$ cat config.mk
export PLATFORM = sky130hd
export DESIGN_NAME = uv_index_sequencer
export DESIGN_NICKNAME = d
export VERILOG_FILES = /design/src/rtl/uv_index_sequencer.sv
export SDC_FILE = /design/constraint.sdc
export NUM_CORES = 1
export LEC_CHECK = 0
export ABC_AREA = 0
export BUFFER_PORTS_ARGS = -buffer_cell sky130_fd_sc_hd__clkbuf_2
export CORE_AREA = 2 2 39 41
export DETAILED_ROUTE_END_ITERATION = 10
export DIE_AREA = 0 0 41 43
export PLACE_DENSITY = 0.5
export SYNTH_ARGS = -nofsm -noshare
export SYNTH_HDL_FRONTEND = slang
export SYNTH_SLANG_ARGS = --single-unit
$ cat constraint.sdc
create_clock -name clk -period 1.3 [get_ports clk]
set_input_delay 0.065 -clock clk [delete_from_list [all_inputs] [get_ports clk]]
set_output_delay 0.065 -clock clk [all_outputs]
set_load 0.005 [all_outputs]
$ cat src/rtl/uv_index_sequencer.sv
// (u, v) coefficient index generator for one BLOCK_SIZE x BLOCK_SIZE transform block.
// v is the fast index; done is sticky until restart or rst.
module uv_index_sequencer #(
    parameter int BLOCK_SIZE = 8,
    parameter int IDX_W      = 3
) (
    input  logic             clk,
    input  logic             rst,
    input  logic             restart,
    input  logic             go,
    output logic [IDX_W-1:0] u,
    output logic [IDX_W-1:0] v,
    output logic             last,
    output logic             done
);

    localparam logic [IDX_W-1:0] MAX_IDX = IDX_W'(BLOCK_SIZE - 1);

    logic [IDX_W-1:0] u_q, u_d;
    logic [IDX_W-1:0] v_q, v_d;
    logic             done_q, done_d;
    logic             en;

    // One shared enable: restart always loads, go only loads while armed.
    always_comb begin
        en     = restart | (go & ~done_q);
        u_d    = u_q;
        v_d    = v_q;
        done_d = done_q;
        if (restart) begin
            u_d    = '0;
            v_d    = '0;
            done_d = 1'b0;
        end else if (go && !done_q) begin
            if (v_q != MAX_IDX) begin
                v_d = v_q + IDX_W'(1);
            end else if (u_q != MAX_IDX) begin
                v_d = '0;
                u_d = u_q + IDX_W'(1);
            end else begin
                done_d = 1'b1;
            end
        end
    end

    always_ff @(posedge clk) begin
        if (rst) begin
            u_q    <= '0;
            v_q    <= '0;
            done_q <= 1'b0;
        end else if (en) begin
            u_q    <= u_d;
            v_q    <= v_d;
            done_q <= done_d;
        end
    end

    assign u    = u_q;
    assign v    = v_q;
    assign done = done_q;
    assign last = (u_q == MAX_IDX) && (v_q == MAX_IDX) && !done_q;

endmodule

Yosys cells after proc, flatten, opt, wreduce, memory -nomap -nowiden:

Index checks and enable logic that the tools add are counted.

* eq/ne operators: 6
* bitwise logic cells: 3
* add/subtract/negate cells: 2
* reduce and logical (&&, ||, !) cells: 10
* multiplexer cells: 12

Operator list (number)
* 3-bit 2-to-1 mux: 8
* 4-bit AND reduction: 2
* 3-bit by 1-bit adder with 3-bit output, second input constant: 2
* 3-bit equality test, second input constant: 2
* 3-bit inequality test, second input constant: 2
* 1-bit 2-to-1 mux: 4
* 2-bit inequality test, second input constant: 2
* 2-bit nonzero test: 2
* 1-bit logical AND: 3
* 3-bit AND reduction: 1
* 3-bit nonzero test: 1
* 1-bit bitwise AND: 1
* 1-bit zero test: 1
* 1-bit inverter: 1
* 1-bit bitwise OR: 1

* output and inout port bits: 8
* word-level logic and storage cells: 36
* register bits after elaboration: 7

Depth between registers and ports, before layout:

Gate-level depths: netlist of run 1.

* depth after elaboration: 5
* gate-level depth with buffers: 5
* depth with buffers taken out: 5

Worst setup path after synthesis of run 1:

OpenSTA, ideal clock, no wires.

* kind: register -> register
* from: register u_q[0], in the netlist u[0]
* to: register u_q[0], in the netlist u[0]
* arrival time: 1.205 ns
* setup slack: -0.019 ns
* stages on the path, launching flop included: 6
* setup time: 0.115 ns
* data required time: 1.185 ns
* buffers on the path: 0
* cells stage by stage: dfxtp_1 -> ha_1 -> ha_1 -> and4bb_2 -> xnor2_1 -> nor2_1

* longest elaborated chain between the ends: 5

Ends and longest elaborated chain
* from (decl): line 19 `logic [IDX_W-1:0] u_q, u_d;`
* from (signal assigned): line 52 `u_q <= u_d;`
* 3-bit by 1-bit adder with 3-bit output: line 39 `u_d = u_q + IDX_W'(1);`
* 3-bit 2-to-1 mux: line 37 `end else if (u_q != MAX_IDX) begin`
* 3-bit 2-to-1 mux: line 35 `if (v_q != MAX_IDX) begin`
* 3-bit 2-to-1 mux: line 34 `end else if (go && !done_q) begin`
* 3-bit 2-to-1 mux: line 30 `if (restart) begin`

Several ways; a longest one is shown, not always the timed one. The select of a mux whose other input is x is not followed.
A chain may end at the register's enable or synchronous reset.

Final worst setup path of run 1:

Same ends and word-level chain as after synthesis.

==> results.yml, run 1 <==
setup_path:
  path_class: "flip-flop to flip-flop"
  cp_num_buf_inv: 0
  worstSetupStartpointType: "flip-flop"
  critPathMaxStageDelay_ns: 0.34
  crit_slowest_cell: "and4bb_4"
  crit_required_ns: 1.45
  path_cells: "ha_4 > ha_2 > and4bb_4 > xnor2_1 > nor2_1"
  endpoint_kind: "flip-flop"
  critPathArrivalTime_ns: 1.41
  cp_max_fo: 5
  crit_family: "simple AND/OR/NAND/NOR gates"
power_and_ir_drop:
  ir_worst_vdd_mv: 0.539
  power.density_mw_per_mm2: 823
  power.leakage_nw: 0.232
  finalPower_mw: 0.442
timing:
  min_period_over_period_pct: 96.9
  clock_skew_ns: 0.00554
  final-setup-viol-count: 0
  relSlewSlack_pct: 75.5
  hold_violations: 0
  finalMaxSlewViolations: 0
  rsz0062_at_grt: "true"
  fin_crit_ns: 1.26
  tightest_slew_ns: 0.367
  tns_ns: 0
  fmax_mhz: 794
synth:
  synth_area_sq_um: 357
  syn-num-nets: 46
  syn_inst: 37
  synth_area_leader_cell: "dfxtp_1"
  ys_ff_latch: 7
  syn_area_per_cell_sq_um: 9.64
  synth_top_area_share_pct: 39.3
  yosys_warnings: 0
  synth-seq-area-share_pct: 39.3
  ys_types: 17
  synth_area_leaders: "dfxtp_1 (39%), ha_1 (18%), o21ai_0 (5.6%)"
global_routing:
  grt_pass1_wl_um: 1070
  grt_max_degree: 7
  grt_pass1_vias: 288
  grt_overflow_total: 0
  antenna_found_initial: 0
  grtUsageTotal_pct: 9.53
flow_run:
  maxCapViolCount: 0
clocking:
  clkSlewWorstSetupHoldPaths_ns: 0.05
  clock-sinks: 7
  cts_hold_buf: 0
  cts_buffers: 3
  clock_latency_ns: 0.25
  post-cts-setup-buffers: 0
  cts_tree: "done"
  cts_max_path_buffers: 2
  cts_max_level: 1
  clockRootBuffer: "clkbuf_4"
floorplanning:
  die_area_sq_mm: 0.00176
  die_height_um: 43
  io_pins: 12
  initial_core_util_pct: 25.8
  dieWidth_um: 41
  core_sq_mm: 0.00138
  num_rows: 14
final_layout:
  syn2layout_area_growth_pct: 50.5
  diodes: 0
  regArea_sq_um: 145
  fin_nets: 66
  drive_gt1_share_pct: 51.8
  final_common_cell: "clkbuf_2"
  fin_util_pct: 38.8
  multi_input_area_sq_um: 260
  layout_common_cells: "clkbuf_2 (11), buf_4 (4), dfxtp_2 (4)"
  n_fill_cell: 141
detailed_routing:
  drc: 0
  vias: 322
  first_pass_iters: 1
  wl_per_cell_um: 9.43
  drt_iter0_drc: 0
  totalWireLength_um: 679
  avgViaCountPerCell: 4.47
  ant_nets: 0
placement:
  portBuffers: 11
  gp_congestion: 0.635
  hpwlAfterDp_um: 528
outcome:
  status: "finished, final reports clean"
min_path:
  hold_class: "input pin to flip-flop"
stage by stage:
stage          hold WS, ns  area (sq um)  cells  worst slack [ns]
3_5_place_dp         0.381           464     68           -0.0180
4_1_cts              0.101           519     72           0.00566
3_3_place_gp         0.380           464     68           -0.0142
2_1_floorplan        0.206           359     37            0.0144
6_report             0.111           537     72            0.0409
5_1_grt              0.118           537     72          -0.00503
routing by layer:
metal | GRT usage (%) | wire length (um) | vias up
li1 | - | - | 173
met4 | 10.0 | 0 | 0
met5 | 0 | 0 | -
met2 | 12.2 | 296 | 9
met1 | 10.6 | 326 | 140
met3 | 4.19 | 57 | 0
cell type report:
cell class / instances / area share [%]
clock buffers: 4 / 4.90
multi-input cells: 30 / 48.5
flip-flops and latches: 7 / 27.0
well taps: 16 / 3.73
repair buffers: 15 / 15.9
registers in the layout, summed over array words and instances (netlist names):
| name | cells |
|---|---|
| v | 3 |
| u | 3 |
| done | 1 |
power by group:
group / internal, mW / switching (mW) / leakage (nW) / total, mW
clock network: 0.117 / 0.0796 / 0.0150 / 0.197
logic: 0.0130 / 0.0133 / 0.158 / 0.0263
registers: 0.217 / 0.00181 / 0.0585 / 0.219
total: 0.347 / 0.0947 / 0.232 / 0.442
worst min-delay path, delay by kind of cell:
family | cells | cell delay (ns)
buffers and inverters | 1 | 0.08
and+or+nand+nor | 2 | 0.18
path summary, 6_finish.rpt:
| path | startpoint | to | slack (ns) | cells after the start |
|---|---|---|---|---|
| hold reg to reg | u[2]$_SDFFE_PP0P_ | u[2]$_SDFFE_PP0P_ | 0.51 | 2 |
| setup reg to reg | u[0]$_SDFFE_PP0P_ | u[0]$_SDFFE_PP0P_ | 0.04 | 5 |
| hold / removal | rst | u[0]$_SDFFE_PP0P_ | 0.11 | 3 |
| setup / recovery | u[0]$_SDFFE_PP0P_ | u[0]$_SDFFE_PP0P_ | 0.04 | 5 |
kinds of logic (layout without fill, tap and decap cells):
group | after synthesis | count (layout) | share of synthesized area (%)
AOI/OAI and AO/OA | 9 | 9 | 14.0
xor gates and xnor gates | 1 | 1 | 2.46
adders and majority gates | 5 | 5 | 17.5
buffers and inverters | 0 | 19 | 0
DFF | 7 | 7 | 39.3
and+or+nand+nor | 15 | 15 | 26.7
synthesized netlist by cell type:
master and count:
or2_2 1, and4bb_2 1, or3_1 1, nand2_1 3, nand3_1 2, o31ai_1 1, dfxtp_1 7, or3b_1 1
and2_1 1, ha_1 5, o21ai_0 4, nand2b_4 1, o211ai_1 1, xnor2_1 1, and3b_1 1, a21oi_1 3
nor2_1 3
timing repair:
action	4_1_cts	5_1_grt
pin swaps	2	3
setup endpoints to repair	4	4
endpoints found under the hold margin	0	0
resized for setup	6	6
Power figures use the tool's default switching activity.
==> run 2, diff against run 1 <==
--- a/config.mk
+++ b/config.mk
@@ -11,6 +11,8 @@
 export DETAILED_ROUTE_END_ITERATION = 10
 export DIE_AREA = 0 0 41 43
 export PLACE_DENSITY = 0.5
+export RECOVER_POWER = 50
+export SKIP_CTS_REPAIR_TIMING = 1
 export SYNTH_ARGS = -nofsm -noshare
 export SYNTH_HDL_FRONTEND = slang
 export SYNTH_SLANG_ARGS = --single-unit
==> run 2 against run 1 <==
Effect of this change: global-route usage rose by 0.10 points; via count fell by 1.9%; sequential share of layout area did not move; critical path type unchanged; worst hold slack got worse by 0.0058 ns; count of clock-buffer cells in the layout did not move; clock skew rose by 0.0024 ns; register-to-register slack barely moved; total power rose by 0.57%; critical path depth did not move; clock power barely moved; largest cell class unchanged; sequential cell count did not move.
==> results.yml, run 2 (synthesis gave the netlist of run 1 again) <==
clocking:
  cts_max_path_buffers: 2
  clock_latency_ns: 0.25
  clkSlewWorstSetupHoldPaths_ns: 0.06
  cts_tree: "done"
  cts_buffers: 3
  clock-sinks: 7
  clockRootBuffer: "clkbuf_4"
  cts_max_level: 1
placement:
  hpwlAfterDp_um: 528
  gp_congestion: 0.635
  portBuffers: 11
global_routing:
  grtUsageTotal_pct: 9.63
  grt_max_degree: 7
  antenna_found_initial: 0
  grt_pass1_vias: 276
  grt_pass1_wl_um: 1060
  grt_overflow_total: 0
timing:
  tightest_slew_ns: 0.368
  hold_ws_ns: 0.105
  finalMaxSlewViolations: 0
  hold_violations: 0
  clock_skew_ns: 0.00796
  min_period_over_period_pct: 96.4
  fin_crit_ns: 1.25
  fmax_mhz: 798
  relSlewSlack_pct: 75.4
  final-setup-viol-count: 0
floorplanning:
  core_sq_mm: 0.00138
  dieWidth_um: 41
  io_pins: 12
  die_area_sq_mm: 0.00176
  num_rows: 14
  initial_core_util_pct: 25.8
  die_height_um: 43
power_and_ir_drop:
  ir_worst_vdd_mv: 0.539
  power.leakage_nw: 0.231
  power.density_mw_per_mm2: 828
detailed_routing:
  drc: 0
  vias: 316
  drt_iter0_drc: 0
  first_pass_iters: 1
  totalWireLength_um: 691
  avgViaCountPerCell: 4.39
  ant_nets: 0
  wl_per_cell_um: 9.60
flow_run:
  maxCapViolCount: 0
setup_path:
  endpoint_kind: "flip-flop"
  path_class: "flip-flop to flip-flop"
  r2r_cells: 5
  critPathArrivalTime_ns: 1.40
  regToRegSetupSlack_ns: 0.05
  worstSetupStartpointType: "flip-flop"
  crit_required_ns: 1.45
  cp_max_fo: 5
final_layout:
  layout_common_cells: "clkbuf_2 (11), o21ai_0 (4), buf_4 (4), dfxtp_2 (4)"
  final_common_cell: "clkbuf_2"
  fin_nets: 66
  fin_util_pct: 38.8
  diodes: 0
  drive_gt1_share_pct: 51.8
  syn2layout_area_growth_pct: 50.5
outcome:
  status: "finished, final reports clean"
min_path:
  hold_class: "input pin to flip-flop"
  hold_depth: 3
run 2: path summary, 6_finish.rpt:
check / start / end
hold reg to reg: u[2]$_SDFFE_PP0P_ / u[2]$_SDFFE_PP0P_
setup reg to reg: u[0]$_SDFFE_PP0P_ / u[0]$_SDFFE_PP0P_
setup / recovery: u[0]$_SDFFE_PP0P_ / u[0]$_SDFFE_PP0P_
hold / removal: rst / u[0]$_SDFFE_PP0P_
run 2: layout make-up:
type | instances | area (sq um)
clock buffers | 4 | 26.3
fillers | 140 | 847
multi-input cells | 30 | 260
flip-flops and latches | 7 | 145
well taps | 16 | 20.0
repair buffers | 15 | 85.1
run 2: report_power, final:
part	internal, mW	switching, mW	total (mW)
sequential	0.217	0.00190	0.219
clock	0.117	0.0819	0.199
combinational	0.0131	0.0132	0.0263
run 2: critical path, cell delays in order, from the launching register on:
cell and delay [ns]:
dfxtp_2 0.33, ha_4 0.16, ha_2 0.16, and4bb_4 0.33, xnor2_1 0.12, nor2_1 0.05
run 2: per-layer routing:
layer	global-route usage [%]	wire length, um
met4	10.0	0
met3	4.19	57
met1	10.9	327
met2	12.2	307
met5	0	0
run 2: stage by stage:
| stage | cell area (sq um) | instances | setup TNS [ns] | power, mW | setup WS (ns) |
|---|---|---|---|---|---|
| floorplan | 359 | 37 | 0 | 0.235 | 0.0144 |
| global placement | 464 | 68 | -0.0142 | 0.248 | -0.0142 |
| detailed placement | 464 | 68 | -0.0281 | 0.248 | -0.0180 |
| CTS | 490 | 72 | -0.0997 | 0.455 | -0.0499 |
| global route | 537 | 72 | -0.00859 | 0.468 | -0.00381 |
| finish | 537 | 72 | 0 | 0.444 | 0.0474 |
==> run 3, diff against run 2 <==
--- a/config.mk
+++ b/config.mk
@@ -10,7 +10,6 @@
 export CORE_AREA = 2 2 39 41
 export DETAILED_ROUTE_END_ITERATION = 10
 export DIE_AREA = 0 0 41 43
-export PLACE_DENSITY = 0.5
 export RECOVER_POWER = 50
 export SKIP_CTS_REPAIR_TIMING = 1
 export SYNTH_ARGS = -nofsm -noshare
==> run 3 against run 2 <==
Effect of this change: critical path depth stayed put; total power is 1.0% higher; combinational power increased by 4%; sequential share of layout area down 0.84 points; first-iteration DRC count grew 2; worst setup slack lost 0.033 ns; clock power grew 2%; register-to-register slack worse by 0.03 ns; global-route usage rose by 0.31 points; largest power group unchanged; highest routed layer is now met4.
==> results.yml, run 3 (synthesis gave the netlist of run 1 again) <==
final_layout:
  instances_no_fill: 72
  fin_nets: 66
  diodes: 0
  fin_util_pct: 39.7
  layout_common_cells: "clkbuf_2 (9), ha_4 (4), dfxtp_1 (4), buf_4 (4)"
  final_common_cell: "clkbuf_2"
  syn2layout_area_growth_pct: 54.0
  drive_gt1_share_pct: 50.0
timing:
  clock_skew_ns: 0.00284
  hold_violations: 0
  min_period_over_period_pct: 98.9
  finalMaxSlewViolations: 0
  relSlewSlack_pct: 71.1
  tightest_slew_ns: 0.432
  rsz0062_at_grt: "true"
  final-setup-viol-count: 0
  fin_crit_ns: 1.29
  fmax_mhz: 778
clocking:
  clkSlewWorstSetupHoldPaths_ns: 0.06
  cts_tree: "done"
  clock-sinks: 7
  cts_max_path_buffers: 2
  cts_buffers: 3
  clockRootBuffer: "clkbuf_4"
  clock_latency_ns: 0.25
  cts_max_level: 1
detailed_routing:
  drc: 0
  ant_nets: 0
  totalWireLength_um: 820
  first_pass_iters: 3
  drt_iter0_drc: 2
  avgViaCountPerCell: 4.79
  wl_per_cell_um: 11.4
  vias: 345
floorplanning:
  die_height_um: 43
  dieWidth_um: 41
  die_area_sq_mm: 0.00176
  io_pins: 12
  initial_core_util_pct: 25.8
  core_sq_mm: 0.00138
  num_rows: 14
global_routing:
  grt_pass1_vias: 273
  grt_overflow_total: 0
  grt_max_degree: 7
  grtUsageTotal_pct: 9.94
  grt_pass1_wl_um: 1090
  antenna_found_initial: 0
setup_path:
  r2r_start: "u[0]$_SDFFE_PP0P_"
  r2r_cells: 5
  cp_common_cell: "ha_4"
  endpoint_kind: "flip-flop"
  cp_num_buf_inv: 0
  path_class: "flip-flop to flip-flop"
  crit_required_ns: 1.45
  crit_slowest_cell: "and4bb_2"
  regToRegEndpoint: "u[0]$_SDFFE_PP0P_"
  cp_max_fo: 5
  path_cells: "ha_4 > ha_4 > and4bb_2 > xnor2_2 > nor2_1"
  critPathArrivalTime_ns: 1.43
  crit_family: "simple AND/OR/NAND/NOR gates"
  critPathMaxStageDelay_ns: 0.36
  worstSetupStartpointType: "flip-flop"
  regToRegSetupSlack_ns: 0.01
power_and_ir_drop:
  clkPwrFrac_pct: 45.1
  p_int_mw: 0.348
  finalPower_mw: 0.449
  comb_power_share_pct: 6.1
  power.density_mw_per_mm2: 818
  ir_worst_vdd_mv: 0.303
  switching_share_pct: 22.6
  p_seq_share_pct: 48.8
  p_sw_mw: 0.101
  power.leakage_nw: 0.226
placement:
  hpwlAfterDp_um: 615
  portBuffers: 11
  gp_congestion: 0.687
  dp_cells: 68
min_path:
  hold_start: "rst"
  min_to: "v[1]$_SDFFE_PP0P_"
  hold_class: "input pin to flip-flop"
  hold_depth: 3
flow_run:
  maxCapViolCount: 0
outcome:
  status: "finished, final reports clean"
## run 3: worst reg2reg max path, delay by kind of cell, from the launching register on
kind / cells / cell delay (ns)
DFF: 1 / 0.33
adders and majority gates: 2 / 0.32
and+or+nand+nor: 2 / 0.42
xor gates and xnor gates: 1 / 0.12
## run 3: power groups by stage
stage | Sequential (mW) | Clock [mW] | Combinational [mW]
floorplan | 0.223 | 0 | 0.0118
global placement | 0.222 | 0 | 0.0260
detailed placement | 0.222 | 0 | 0.0268
CTS | 0.218 | 0.212 | 0.0267
global route | 0.219 | 0.215 | 0.0314
finish | 0.219 | 0.203 | 0.0274
## run 3: per-layer routing
metal / routed length [um] / track usage [%]
met1: 353 / 9.65
met2: 405 / 14.1
met3: 55 / 9.42
met4: 6 / 4.00
met5: 0 / 0
## run 3: final cells by class
| type | instances | area (sq um) |
|---|---|---|
| Fill cell | 137 | 835 |
| Multi-Input combinational cell | 30 | 277 |
| Sequential cell | 7 | 144 |
| Timing Repair Buffer | 15 | 82.6 |
| Clock buffer | 4 | 26.3 |
| Tap cell | 16 | 20.0 |
## run 3: stage by stage
stage	setup slack (ns)	instance area (sq um)	hold WS [ns]	setup TNS (ns)
2_1_floorplan	0.0144	359	0.206	0
3_3_place_gp	-0.00535	464	0.377	-0.00535
3_5_place_dp	-0.0407	464	0.381	-0.0691
4_1_cts	-0.0635	490	0.113	-0.182
5_1_grt	-0.0403	549	0.125	-0.0714
6_report	0.0144	549	0.115	0
## run 3: worst max-delay path by stage
stage,startpoint,endpoint,slack (ns),cells past startpoint
2_1_floorplan,u[0]$_SDFFE_PP0P_,u[0]$_SDFFE_PP0P_,0.01,5
5_1_grt,u[0]$_SDFFE_PP0P_,u[1]$_SDFFE_PP0P_,-0.04,5
6_report,u[0]$_SDFFE_PP0P_,u[0]$_SDFFE_PP0P_,0.01,5
3_5_place_dp,v[0]$_SDFFE_PP0P_,v[2]$_SDFFE_PP0P_,-0.04,5
3_3_place_gp,v[0]$_SDFFE_PP0P_,v[2]$_SDFFE_PP0P_,-0.005,5
4_1_cts,v[0]$_SDFFE_PP0P_,last,-0.06,4
